==> src/rtl/ysyx_25020037_ifu_if.sv <==
// Fetch-side bundle: decode handshake, execute redirect and the AXI4-Lite-style
// instruction read channels, grouped so the IFU and its neighbours share one port.
interface ysyx_25020037_ifu_if;
    logic        idu_ready;
    logic        ifu_valid;
    logic [63:0] fu_to_du_bus;
    logic        exu_dnpc_valid;
    logic [31:0] exu_dnpc;
    logic        ifu_arvalid;
    logic [31:0] ifu_araddr;
    logic        ifu_arready;
    logic        ifu_rvalid;
    logic [31:0] ifu_rdata;
    logic [1:0]  ifu_rresp;
    logic        ifu_rready;

    modport master (
        input  idu_ready,
        output ifu_valid,
        output fu_to_du_bus,
        input  exu_dnpc_valid,
        input  exu_dnpc,
        output ifu_arvalid,
        output ifu_araddr,
        input  ifu_arready,
        input  ifu_rvalid,
        input  ifu_rdata,
        input  ifu_rresp,
        output ifu_rready
    );

    modport slave (
        output idu_ready,
        input  ifu_valid,
        input  fu_to_du_bus,
        output exu_dnpc_valid,
        output exu_dnpc,
        input  ifu_arvalid,
        input  ifu_araddr,
        output ifu_arready,
        output ifu_rvalid,
        output ifu_rdata,
        output ifu_rresp,
        input  ifu_rready
    );
endinterface

==> src/rtl/ysyx_25020037_ifu.sv <==
// Instruction fetch unit: one outstanding instruction read at a time, bundle held for decode.
// Optional macro YSYX_25020037_IFU_PERF_EN adds fetch/stall performance counters.
module ysyx_25020037_ifu #(
    parameter logic [31:0] RESET_PC = 32'h3000_0000,
    parameter logic [31:0] PC_STEP  = 32'd4
) (
    input  logic                         clk,
    input  logic                         rst_n,
`ifdef YSYX_25020037_IFU_PERF_EN
    output logic [31:0]                  perf_fetch_cnt,
    output logic [31:0]                  perf_stall_cnt,
`endif
    ysyx_25020037_ifu_if.master          bus
);

    typedef enum logic [1:0] {
        IDLE = 2'd0,
        AR   = 2'd1,
        R    = 2'd2,
        HOLD = 2'd3
    } state_t;

    state_t      r_state;
    state_t      w_state_nxt;
    logic [31:0] r_pc;
    logic [31:0] w_pc_nxt;
    logic        r_valid;
    logic        w_valid_nxt;
    logic [63:0] r_bus;
    logic [63:0] w_bus_nxt;
    logic        r_flush;
    logic        w_flush_nxt;
    logic [31:0] r_target;
    logic [31:0] w_target_nxt;
    logic        r_arvalid;
    logic        w_arvalid_nxt;
    logic        r_rready;
    logic        w_rready_nxt;
    logic [31:0] w_inst;

    // An error response turns the instruction into all-zeros for decode to reject.
    always_comb begin
        if (bus.ifu_rresp == 2'b00) begin
            w_inst = bus.ifu_rdata;
        end else begin
            w_inst = 32'h0000_0000;
        end
    end

    // Next-state and next-register values for the fetch FSM.
    always_comb begin
        w_state_nxt  = r_state;
        w_pc_nxt     = r_pc;
        w_valid_nxt  = r_valid;
        w_bus_nxt    = r_bus;
        w_flush_nxt  = r_flush;
        w_target_nxt = r_target;
        case (r_state)
            IDLE: begin
                w_state_nxt = AR;
                if (bus.exu_dnpc_valid) begin
                    w_pc_nxt = bus.exu_dnpc;
                end else begin
                    w_pc_nxt = r_pc;
                end
            end
            AR: begin
                // arvalid cannot be withdrawn, so a redirect only marks this fetch stale.
                if (bus.exu_dnpc_valid) begin
                    w_flush_nxt  = 1'b1;
                    w_target_nxt = bus.exu_dnpc;
                end else begin
                    w_flush_nxt  = r_flush;
                    w_target_nxt = r_target;
                end
                if (bus.ifu_arready) begin
                    w_state_nxt = R;
                end else begin
                    w_state_nxt = AR;
                end
            end
            R: begin
                if (bus.ifu_rvalid) begin
                    if (!r_flush && !bus.exu_dnpc_valid) begin
                        w_bus_nxt   = {r_pc, w_inst};
                        w_valid_nxt = 1'b1;
                        w_state_nxt = HOLD;
                    end else begin
                        // A redirect in the same cycle as the data is the newest target.
                        if (bus.exu_dnpc_valid) begin
                            w_pc_nxt = bus.exu_dnpc;
                        end else begin
                            w_pc_nxt = r_target;
                        end
                        w_flush_nxt = 1'b0;
                        w_state_nxt = AR;
                    end
                end else begin
                    if (bus.exu_dnpc_valid) begin
                        w_flush_nxt  = 1'b1;
                        w_target_nxt = bus.exu_dnpc;
                    end else begin
                        w_flush_nxt  = r_flush;
                        w_target_nxt = r_target;
                    end
                    w_state_nxt = R;
                end
            end
            HOLD: begin
                if (bus.exu_dnpc_valid) begin
                    w_valid_nxt = 1'b0;
                    w_pc_nxt    = bus.exu_dnpc;
                    w_state_nxt = AR;
                end else if (bus.idu_ready) begin
                    w_valid_nxt = 1'b0;
                    w_pc_nxt    = r_pc + PC_STEP;
                    w_state_nxt = AR;
                end else begin
                    w_state_nxt = HOLD;
                end
            end
            default: begin
                w_state_nxt = IDLE;
            end
        endcase
        w_arvalid_nxt = (w_state_nxt == AR);
        w_rready_nxt  = (w_state_nxt == R);
    end

    // FSM state register.
    always_ff @(posedge clk or negedge rst_n) begin
        if (!rst_n) begin
            r_state <= IDLE;
        end else begin
            r_state <= w_state_nxt;
        end
    end

    // Datapath and registered handshake outputs.
    always_ff @(posedge clk or negedge rst_n) begin
        if (!rst_n) begin
            r_pc      <= RESET_PC;
            r_valid   <= 1'b0;
            r_bus     <= 64'h0;
            r_flush   <= 1'b0;
            r_target  <= 32'h0;
            r_arvalid <= 1'b0;
            r_rready  <= 1'b0;
        end else begin
            r_pc      <= w_pc_nxt;
            r_valid   <= w_valid_nxt;
            r_bus     <= w_bus_nxt;
            r_flush   <= w_flush_nxt;
            r_target  <= w_target_nxt;
            r_arvalid <= w_arvalid_nxt;
            r_rready  <= w_rready_nxt;
        end
    end

    assign bus.ifu_valid    = r_valid;
    assign bus.fu_to_du_bus = r_bus;
    assign bus.ifu_arvalid  = r_arvalid;
    assign bus.ifu_araddr   = r_pc;
    assign bus.ifu_rready   = r_rready;

`ifdef YSYX_25020037_IFU_PERF_EN
    logic [31:0] r_fetch_cnt;
    logic [31:0] r_stall_cnt;

    // Accepted-bundle and memory-wait cycle counters, free-running with wrap.
    always_ff @(posedge clk or negedge rst_n) begin
        if (!rst_n) begin
            r_fetch_cnt <= 32'h0;
            r_stall_cnt <= 32'h0;
        end else begin
            if (r_valid && bus.idu_ready) begin
                r_fetch_cnt <= r_fetch_cnt + 32'd1;
            end else begin
                r_fetch_cnt <= r_fetch_cnt;
            end
            if ((r_state == AR) || (r_state == R)) begin
                r_stall_cnt <= r_stall_cnt + 32'd1;
            end else begin
                r_stall_cnt <= r_stall_cnt;
            end
        end
    end

    assign perf_fetch_cnt = r_fetch_cnt;
    assign perf_stall_cnt = r_stall_cnt;
`endif

endmodule

==> src/flat_wrapper.sv <==
// flat-port wrapper written by rule: the top's interface ports become plain ports
module ysyx_25020037_ifu_flat 
#(
    parameter logic [31:0] RESET_PC = 32'h3000_0000,
    parameter logic [31:0] PC_STEP  = 32'd4
)
  (clk, rst_n, bus_idu_ready, bus_ifu_valid, bus_fu_to_du_bus, bus_exu_dnpc_valid, bus_exu_dnpc, bus_ifu_arvalid, bus_ifu_araddr, bus_ifu_arready, bus_ifu_rvalid, bus_ifu_rdata, bus_ifu_rresp, bus_ifu_rready);
  ysyx_25020037_ifu_if bus_i ();
  input  logic clk;
  input  logic rst_n;
  input wire logic [$bits(bus_i.idu_ready)-1:0] bus_idu_ready;
  output wire logic [$bits(bus_i.ifu_valid)-1:0] bus_ifu_valid;
  output wire logic [$bits(bus_i.fu_to_du_bus)-1:0] bus_fu_to_du_bus;
  input wire logic [$bits(bus_i.exu_dnpc_valid)-1:0] bus_exu_dnpc_valid;
  input wire logic [$bits(bus_i.exu_dnpc)-1:0] bus_exu_dnpc;
  output wire logic [$bits(bus_i.ifu_arvalid)-1:0] bus_ifu_arvalid;
  output wire logic [$bits(bus_i.ifu_araddr)-1:0] bus_ifu_araddr;
  input wire logic [$bits(bus_i.ifu_arready)-1:0] bus_ifu_arready;
  input wire logic [$bits(bus_i.ifu_rvalid)-1:0] bus_ifu_rvalid;
  input wire logic [$bits(bus_i.ifu_rdata)-1:0] bus_ifu_rdata;
  input wire logic [$bits(bus_i.ifu_rresp)-1:0] bus_ifu_rresp;
  output wire logic [$bits(bus_i.ifu_rready)-1:0] bus_ifu_rready;
  assign bus_i.idu_ready = bus_idu_ready;
  assign bus_ifu_valid = bus_i.ifu_valid;
  assign bus_fu_to_du_bus = bus_i.fu_to_du_bus;
  assign bus_i.exu_dnpc_valid = bus_exu_dnpc_valid;
  assign bus_i.exu_dnpc = bus_exu_dnpc;
  assign bus_ifu_arvalid = bus_i.ifu_arvalid;
  assign bus_ifu_araddr = bus_i.ifu_araddr;
  assign bus_i.ifu_arready = bus_ifu_arready;
  assign bus_i.ifu_rvalid = bus_ifu_rvalid;
  assign bus_i.ifu_rdata = bus_ifu_rdata;
  assign bus_i.ifu_rresp = bus_ifu_rresp;
  assign bus_ifu_rready = bus_i.ifu_rready;
  ysyx_25020037_ifu #(.RESET_PC(RESET_PC), .PC_STEP(PC_STEP)) u_core (.clk(clk), .rst_n(rst_n), .bus(bus_i));
endmodule
==> config.mk <==
export PLATFORM = sky130hd
export DESIGN_NAME = ysyx_25020037_ifu_flat
export DESIGN_NICKNAME = d
export VERILOG_FILES = /design/src/rtl/ysyx_25020037_ifu_if.sv /design/src/rtl/ysyx_25020037_ifu.sv /design/src/flat_wrapper.sv
export SDC_FILE = /design/constraint.sdc
export NUM_CORES = 1
export LEC_CHECK = 0
export CAP_MARGIN = 10
export CORE_ASPECT_RATIO = 1.75
export CORE_MARGIN = 5
export CORE_UTILIZATION = 40
export CTS_BUF_LIST = sky130_fd_sc_hd__clkbuf_4 sky130_fd_sc_hd__clkbuf_8 sky130_fd_sc_hd__clkbuf_16
export DETAILED_ROUTE_END_ITERATION = 8
export GPL_TIMING_DRIVEN = 0
export MAX_ROUTING_LAYER = met4
export PLACE_DENSITY = 0.64
export REMOVE_ABC_BUFFERS = 1
export SLEW_MARGIN = 20
export SYNTH_ARGS = -nofsm -noshare
export SYNTH_HDL_FRONTEND = slang
export SYNTH_SLANG_ARGS = --single-unit
==> constraint.sdc <==
create_clock -name clk -period 5.2 [get_ports clk]
set_input_delay 0.52 -clock clk [delete_from_list [all_inputs] [get_ports clk]]
set_output_delay 0.52 -clock clk [all_outputs]
set_load 0.01 [all_outputs]
[Yosys cells after proc, flatten, opt, wreduce, memory -nomap -nowiden]
Index checks and enable logic that the tools add are counted.
Operators by class
  mux-type cells: 25
  add/sub/neg operators: 1
  equality and inequality tests: 12
  reductions and logical operators: 13
Operators with widths (count)
  2-to-1 mux 32 bit: 8
  case mux 32 bit (3 select lines): 1
  case mux 32 bit (2 select lines): 1
  adder 32 x 3 -> 32 bit (second input constant): 1
  2-to-1 mux 2 bit: 5
  inequality test 2 bit (second input constant): 4
  case mux 2 bit (4 select lines): 1
  2-to-1 mux 1 bit: 7
  == test 2 bit (second input constant): 3
  inequality test 3 bit (second input constant): 2
  AND reduction 5 bit: 1
  == test 2 x 1 -> 1 bit (second input constant): 2
  logical NOT 2 bit: 2
  case mux 1 bit (2 select lines): 2
  AND reduction 2 bit: 2
  AND reduction 4 bit: 1
  nonzero test 2 bit: 2
  AND reduction 3 bit: 1
  nonzero test 3 bit: 1
  logical NOT 1 bit: 2
  inequality test 2 x 1 -> 1 bit (second input constant): 1
  logical AND 1 bit: 1
Word-level totals
  logic and storage cells: 59
  input bits: 72
  register bits after elaboration: 134
  output and inout port bits: 99

[Logic depth before layout (Yosys ltp)]
Gate-level depths: netlist (run 1).
  depth in word-level cells: 6
  mapped depth: 10
  gate-level depth less buffers: 7

[Worst setup path after synthesis (run 1)]
No wires, ideal clock.
  path type: register to register
  start: register u_core.r_state[0]
  end: register u_core.r_bus[39] (netlist: u_core.bus.fu_to_du_bus[39])
  library setup time: 125 ps
  required time: 5075 ps
  period minus slack after synthesis: 2126 ps
  path buffers: 3
  slack: 3074 ps
  arrival: 2001 ps
  cell stages (with the launch flop): 10
  cells stage by stage: dfrtp_1 -> inv_1 -> ha_1 -> buf_2 -> nor2b_1 -> nor2b_1 -> nand2_1 -> clkbuf_1 -> buf_2 -> mux2_2
On the way
  longest elaborated chain between the ends: 2
RTL lines
  from (decl): RTL line ysyx_25020037_ifu.sv:23  | state_t r_state;
  from (signal assigned): RTL line ysyx_25020037_ifu.sv:135  | r_state <= w_state_nxt;
  == test 2 bit: RTL line ysyx_25020037_ifu.sv:58  | case (r_state)
  AND reduction 3 bit (no source line)
  to (signal assigned): RTL line ysyx_25020037_ifu.sv:152  | r_bus <= w_bus_nxt;
  to (decl): RTL line ysyx_25020037_ifu.sv:29  | logic [63:0] r_bus;
No other way between the ends.
A chain may end at the register's enable or synchronous reset.

[Worst setup path in the final report (run 1)]
  start: input bus_exu_dnpc_valid
  end: register u_core.r_pc[30] (netlist: u_core.bus.ifu_araddr[30])
On the way
  longest elaborated chain between the ends: 4
  elaborated cells between the ends (all ways): 11
  those cells by class: eq/ne (3); mux (5); reduce/logical (3)
RTL lines
  from (decl): RTL line flat_wrapper.sv:14  | input wire logic [$bits(bus_i.exu_dnpc_valid)-1:0] bus_exu_dnpc_valid;
  2-to-1 mux 32 bit or logical NOT 1 bit (tied branches): RTL line ysyx_25020037_ifu.sv:90, ysyx_25020037_ifu.sv:84
  2-to-1 mux 32 bit or logical AND 1 bit (tied branches): RTL line ysyx_25020037_ifu.sv:84  | if (!r_flush && !bus.exu_dnpc_valid) begin
  2-to-1 mux 32 bit or inequality test 2 bit (tied branches)
  case mux 32 bit (3 select lines) or AND reduction 5 bit (tied branches)
  to (signal assigned): RTL line ysyx_25020037_ifu.sv:150  | r_pc <= w_pc_nxt;
  to (decl): RTL line ysyx_25020037_ifu.sv:25  | logic [31:0] r_pc;
Parallel ways exist; a longest one is shown, timed or not. The select of a mux whose other input is x is not followed.

==> results of run 1 <==
-- metal layers --
metal / vias to the layer above / GRT usage (%) / share of wire [%]
met4: 0 / 6.105 / 1.3
li1: 2452 / - / -
met2: 138 / 35.62 / 55
met1: 2590 / 22.53 / 40
met5: - / - / 0
met3: 17 / 3.993 / 3.7
-- final timing paths --
path	start	endpoint	slack (ns)	depth (start not counted)
worst max-delay path	bus_exu_dnpc_valid	u_core.bus.ifu_araddr[30]$_DFFE_PN0P_	1.58	6
worst min-delay path	rst_n	u_core.bus.fu_to_du_bus[48]$_DFFE_PN0P_	0.03	1
worst max register to register	u_core.r_state[0]$_DFF_PN0_	u_core.bus.ifu_araddr[30]$_DFFE_PN0P_	1.87	6
worst min register to register	u_core.bus.fu_to_du_bus[52]$_DFFE_PN0P_	u_core.bus.fu_to_du_bus[52]$_DFFE_PN0P_	0.48	2
max in group asynchronous	rst_n	u_core.bus.ifu_araddr[29]$_DFFE_PN1P_	4.38	2
min in group clk	u_core.bus.fu_to_du_bus[52]$_DFFE_PN0P_	u_core.bus.fu_to_du_bus[52]$_DFFE_PN0P_	0.48	2
-- layout make-up --
| cell class | instances | area, sq um | area share [%] |
|---|---|---|---|
| Timing Repair Buffer | 178 | 1871 | 21.20 |
| Multi-Input combinational cell | 404 | 2655 | 30.09 |
| Sequential cell | 134 | 3356 | 38.03 |
| Clock buffer | 19 | 452.9 | 5.133 |
| Clock inverter | 12 | 200.2 | 2.269 |
| Tap cell | 186 | 232.7 | 2.638 |
| Inverter | 15 | 56.30 | 0.6381 |
-- cells by family after synthesis --
| group | count (synthesis) | share of synthesized area [%] |
|---|---|---|
| and+or+nand+nor | 170 | 12.99 |
| AOI/OAI and AO/OA | 167 | 16.93 |
| DFF | 134 | 54.17 |
| muxes | 61 | 11.01 |
| buffers and inverters | 58 | 3.757 |
| adders and majority gates | 5 | 1.010 |
| xor gates and xnor gates | 1 | 0.1414 |
-- flip-flops by register name (all words and copies together) (netlist names) --
register and flops:
u_core.r_target 32, u_core.r_flush 1, u_core.bus.ifu_valid 1, u_core.bus.ifu_arvalid 1, u_core.bus.fu_to_du_bus 64, u_core.r_state 2, u_core.bus.ifu_araddr 32, u_core.bus.ifu_rready 1
-- per-stage QoR --
step | area, sq um | instances | setup TNS [ns]
final | 8823 | 948 | 0
after global routing | 8823 | 948 | 0
after CTS | 8823 | 948 | 0
after detailed placement | 8170 | 917 | 0
after global placement | 7953 | 909 | -280.52
after floorplan | 6018 | 553 | 0
-- worst reg2reg max path, delay by kind of cell, from the launching register on --
| kind | cells | cell delay (ns) |
|---|---|---|
| flip-flops | 1 | 0.40 |
| adder cells (fa/ha/maj) | 1 | 0.36 |
| AND/OR/NAND/NOR | 3 | 1.93 |
| AO/OA/AOI/OAI | 2 | 0.53 |
-- synthesized netlist by cell type (4+ instances only) --
cell	count	area share, %
nor3_1	7	0.57
a22oi_1	11	1.3
mux2_2	57	10
o21ai_1	10	0.81
dfrtp_1	132	53
nor2_1	17	1.0
nor4_1	4	0.40
nand4_1	7	0.71
nand3_1	11	0.89
a221oi_1	8	1.1
o21ai_0	71	5.7
o22ai_1	5	0.50
a22o_1	9	1.3
a21oi_1	16	1.3
mux2i_1	4	0.65
ha_1	5	1.0
buf_2	9	0.73
inv_1	15	0.91
and4_1	4	0.57
o31a_1	8	1.1
clkbuf_1	32	1.9
nor2b_1	4	0.40
a31oi_1	7	0.71
nand2_1	97	5.9
or3_1	4	0.40
and2_1	4	0.40
o211ai_1	6	0.73
a222oi_1	4	0.65
-- power breakdown --
group | switching [W] | internal, W
clock network | 0.000449 | 0.000875
logic | 0.000823 | 0.000942
registers | 0.000357 | 0.00143
==> impl_metrics.ini, run 1 <==
[run_status]
run_status = complete, no violations

[worst_setup_path]
path_max_fanout = 47
cpLargestDelayFamily = simple AND/OR/NAND/NOR gates
path_class = input port to flip-flop
worstPathRequired_ns = 5.50
crit_arrival_ns = 3.92
cp_slowest_stage_delay_ns = 0.87
path_cells = clkdlybuf4s50_1 -> nand2b_2 -> o21bai_1 -> or3_2 -> or3_1 -> o311ai_1
cp-end-kind = flip-flop
startpoint_type = input port
cpMaxStageDelayCell = or3_2
worst-path-buf-inv = 1

[route]
vias_per_cell = 5.482
first_pass_iters = 4
drtIter0Drc = 170
ant_nets = 0
vias = 5197
drc = 0
totalWireLength_mm = 17.35
wl_per_cell_um = 18.30

[power_and_ir_drop]
powerDensity_nw_per_um2 = 552.9
ir_worst_vdd_v = 0.0004620
p_leak_nw = 3.719
fin_total_pwr_w = 0.004878

[sta]
min_period_ns = 3.619
worst_pin_slew_ns = 0.8106
worst_slack_ns = 1.581
hold_viol = 0
relSlewSlack_pct = 45.96
rsz0062_at_grt = no
min_period_over_period_pct = 69.60
max_freq_mhz = 276.3
setup_viol_count_final = 0
maxSlewViolCount = 0
whs_ns = 0.03171
finalClockSkew_ns = 0.008493

[floorplan]
row_count = 60
coreArea_sq_um = 15310
die_y_um = 174.6
initial_core_util_pct = 40.45
boundaryPins = 171
die_area_sq_um = 18170
die_x_um = 104.1

[cells_and_area]
area_growth_pct = 42.44
drive_gt1_share_pct = 14.70
nFillCells = 1336
layout.nets = 827
diodes = 0
utilization_pct = 57.61
final_cell_mix = clkdlybuf4s50_1 (169), dfrtp_1 (132), nand2_1 (96)
layout_commonest_cell = clkdlybuf4s50_1

[synthesis]
ys_seq_area_share_pct = 54.17
avgSynthCellArea_sq_um = 10.39
synth_edf_count = 0
syn-cell-area_sq_um = 6195
postSynthCellCount = 596
synth-seq-cells = 134
ys_types = 47
yosysWarnings = 0
synth_ff_type = dfrtp_1
async_flop_share_pct = 100.0

[global_route]
grt_pass1_vias = 5532
grt_use_total_pct = 20.02
grt_pass1_wl_mm = 28.84
grt_max_degree = 79
grt_remaining_overflow = 0
antenna_found_initial = 0

[placement]
place.gp.congestion = 0.7831
io_buffer_count = 170
hpwl_mm = 12.38
dp_slack_ns = 1.136

[cts]
tritoncts = yes
cts_resized = 0
cts_hold_buffers = 0
htreeDepth = 4
clk_pin_slew_ns = 0.06
clockRootBuffer = clkbuf_16
clock-sinks = 134
cts_inserted_buffers = 17
post_cts_buffers = 0
clockBufferDepth = 2
clock_latency_ns = 0.41

[worst_hold_path]
hold_path_class = input port to asynchronous set/reset pin

[flow_run]
timing.max_cap.violations = 0
No activity file was read; power rests on OpenSTA's default activity.
==> run 2: changes to the inputs <==
PLACE_DENSITY = 0.67   (was 0.64)
clock period = 3.3 ns   (was 5.2 ns; I/O delays follow)
==> impl_metrics.ini, run 2 (synthesized netlist as in run 1, its figures left out) <==
[run_status]
run_status = complete, no violations

[placement]
io_buffer_count = 170
dp_slack_ns = -0.5497
dp.cells = 918
place.gp.congestion = 0.7688
hpwl_mm = 12.56

[worst_setup_path]
r2r_end = u_core.bus.fu_to_du_bus[55]$_DFFE_PN0P_
reg2reg_depth = 8
r2r_slack_ns = 0.24
path_max_fanout = 79
crit_arrival_ns = 3.36
startpoint_type = flip-flop
cp-end-kind = flip-flop
worstPathRequired_ns = 3.60
worstReg2RegStart = u_core.r_state[0]$_DFF_PN0_
path_class = flip-flop to flip-flop

[sta]
setup_tns_ns = 0
finalClockSkew_ns = 0.01060
worst_slack_ns = 0.2392
relSlewSlack_pct = 49.23
worst_pin_slew_ns = 0.7552
min_period_over_period_pct = 92.75
max_freq_mhz = 326.7
maxSlewViolCount = 0
rsz0062_at_grt = no
setup_viol_count_final = 0
hold_viol = 0
min_period_ns = 3.061

[route]
wl_per_cell_um = 18.85
drc = 0
totalWireLength_mm = 17.95
vias_per_cell = 5.599
ant_nets = 0
first_pass_iters = 4
drtIter0Drc = 219
vias = 5330

[floorplan]
die_y_um = 174.6
die_area_sq_um = 18170
die_x_um = 104.1
coreArea_sq_um = 15310
boundaryPins = 171
row_count = 60
initial_core_util_pct = 40.45

[global_route]
grt_max_degree = 80
grt_use_total_pct = 20.50
grt_pass1_wl_mm = 29.61
antenna_found_initial = 0
grt_remaining_overflow = 0
grt_pass1_vias = 5715

[cts]
clk_pin_slew_ns = 0.06
clock_latency_ns = 0.42
clock-sinks = 134
clockBufferDepth = 2
htreeDepth = 4
tritoncts = yes
clockRootBuffer = clkbuf_16
cts_inserted_buffers = 17

[power_and_ir_drop]
p_int_w = 0.005011
fin_total_pwr_w = 0.007672
combPwrFrac_pct = 37.5
p_leak_nw = 3.715
ir_worst_vdd_v = 0.0006952
swShare_pct = 34.68
pwr-share-clk_pct = 25.7
seq_power_share_pct = 36.8
powerDensity_nw_per_um2 = 867.9
p_sw_w = 0.002661

[cells_and_area]
final_cells = 952
layout_commonest_cell = clkdlybuf4s50_1
area_growth_pct = 42.70
diodes = 0
final_cell_mix = clkdlybuf4s50_1 (169), dfrtp_1 (132), nand2_1 (96)
drive_gt1_share_pct = 15.01
multi_input_area_sq_um = 2669
nFillCells = 1343
utilization_pct = 57.72
largest_reg_flops = 64
layout.nets = 830
seqCellArea_sq_um = 3356

[flow_run]
timing.max_cap.violations = 0

[worst_hold_path]
hold_path_class = input port to asynchronous set/reset pin
==> run 2: cell types whose count changed in the layout (fill, tap and decap cells not counted), sizes merged <==
cell,previous run,this run
bufinv,5,3
inv,16,19
clkinv,6,3
buf,9,10
clkinvlp,0,3
nand2b,3,4
dlygate4sd3,0,1
==> run 2: timing repair <==
item | 4_1_cts | 5_1_grt
endpoints found under the setup margin | 1 | 1
gates resized for setup | 1 | 0
pin swaps | 0 | 0
hold buffers | 1 | 0
endpoints found under the hold margin | 59 | 0
gates cloned | 0 | 1
buffers inserted | 0 | 0
==> run 2: worst max path at each step <==
stage                                     start                                 endpoint  slack, ns  cells past startpoint
detailed placement           bus_exu_dnpc_valid    u_core.bus.ifu_araddr[30]$_DFFE_PN0P_      -0.55                      7
CTS                          bus_exu_dnpc_valid    u_core.bus.ifu_araddr[30]$_DFFE_PN0P_       0.20                      7
global placement                          rst_n  u_core.bus.fu_to_du_bus[35]$_DFFE_PN0P_      -3.36                      1
finish              u_core.r_state[0]$_DFF_PN0_  u_core.bus.fu_to_du_bus[55]$_DFFE_PN0P_       0.24                      8
floorplan           u_core.r_state[0]$_DFF_PN0_  u_core.bus.fu_to_du_bus[32]$_DFFE_PN0P_      -0.91                      6
global route        u_core.r_state[0]$_DFF_PN0_  u_core.bus.fu_to_du_bus[43]$_DFFE_PN0P_       0.09                      8
==> run 2: final cells by class <==
class | count | area share (%)
Inverter | 15 | 0.6369
Multi-Input combinational cell | 405 | 30.19
Timing Repair Buffer | 180 | 21.67
Clock inverter | 13 | 1.925
Clock buffer | 19 | 4.982
Tap cell | 186 | 2.633
Sequential cell | 134 | 37.96
==> run 2: power by group through the flow <==
stage	Combinational, W	Clock [W]	Sequential [W]
floorplan	0.00128	0	0.00286
global route	0.00312	0.00209	0.00292
global placement	0.00263	0	0.00280
finish	0.00287	0.00197	0.00282
detailed placement	0.00288	0	0.00284
CTS	0.00290	0.00201	0.00282
==> run 2: worst max-delay path, cell delays in order, from the launching register on <==
cell and delay (ns):
dfrtp_1 0.41, inv_1 0.09, ha_1 0.45, nor2b_4 0.56
buf_16 0.22, nor2b_1 0.29, nand2_4 0.28, buf_16 0.30
mux2_2 0.30
==> run 2: per-stage QoR <==
stage	hold slack (ns)	area, sq um
final	0.4410	8840
after global routing	0.4657	8840
after CTS	0.4425	8831
after detailed placement	0.3056	8205
after global placement	0.4608	7953
after floorplan	0.03441	6018
==> run 2: per-layer routing <==
metal	routed length (um)	track usage (%)	share of wire (%)	up-vias
li1	-	-	-	2479
met1	7088	23.01	39	2647
met2	9612	35.84	54	174
met3	927	4.399	5.2	30
met4	317	7.293	1.8	0
met5	0	-	0	-
==> run 3: changes to the inputs <==
CAP_MARGIN = 0   (was 10)
==> results of run 3 <==
The final DEF is identical to that of run 2; final timing and power are the same.
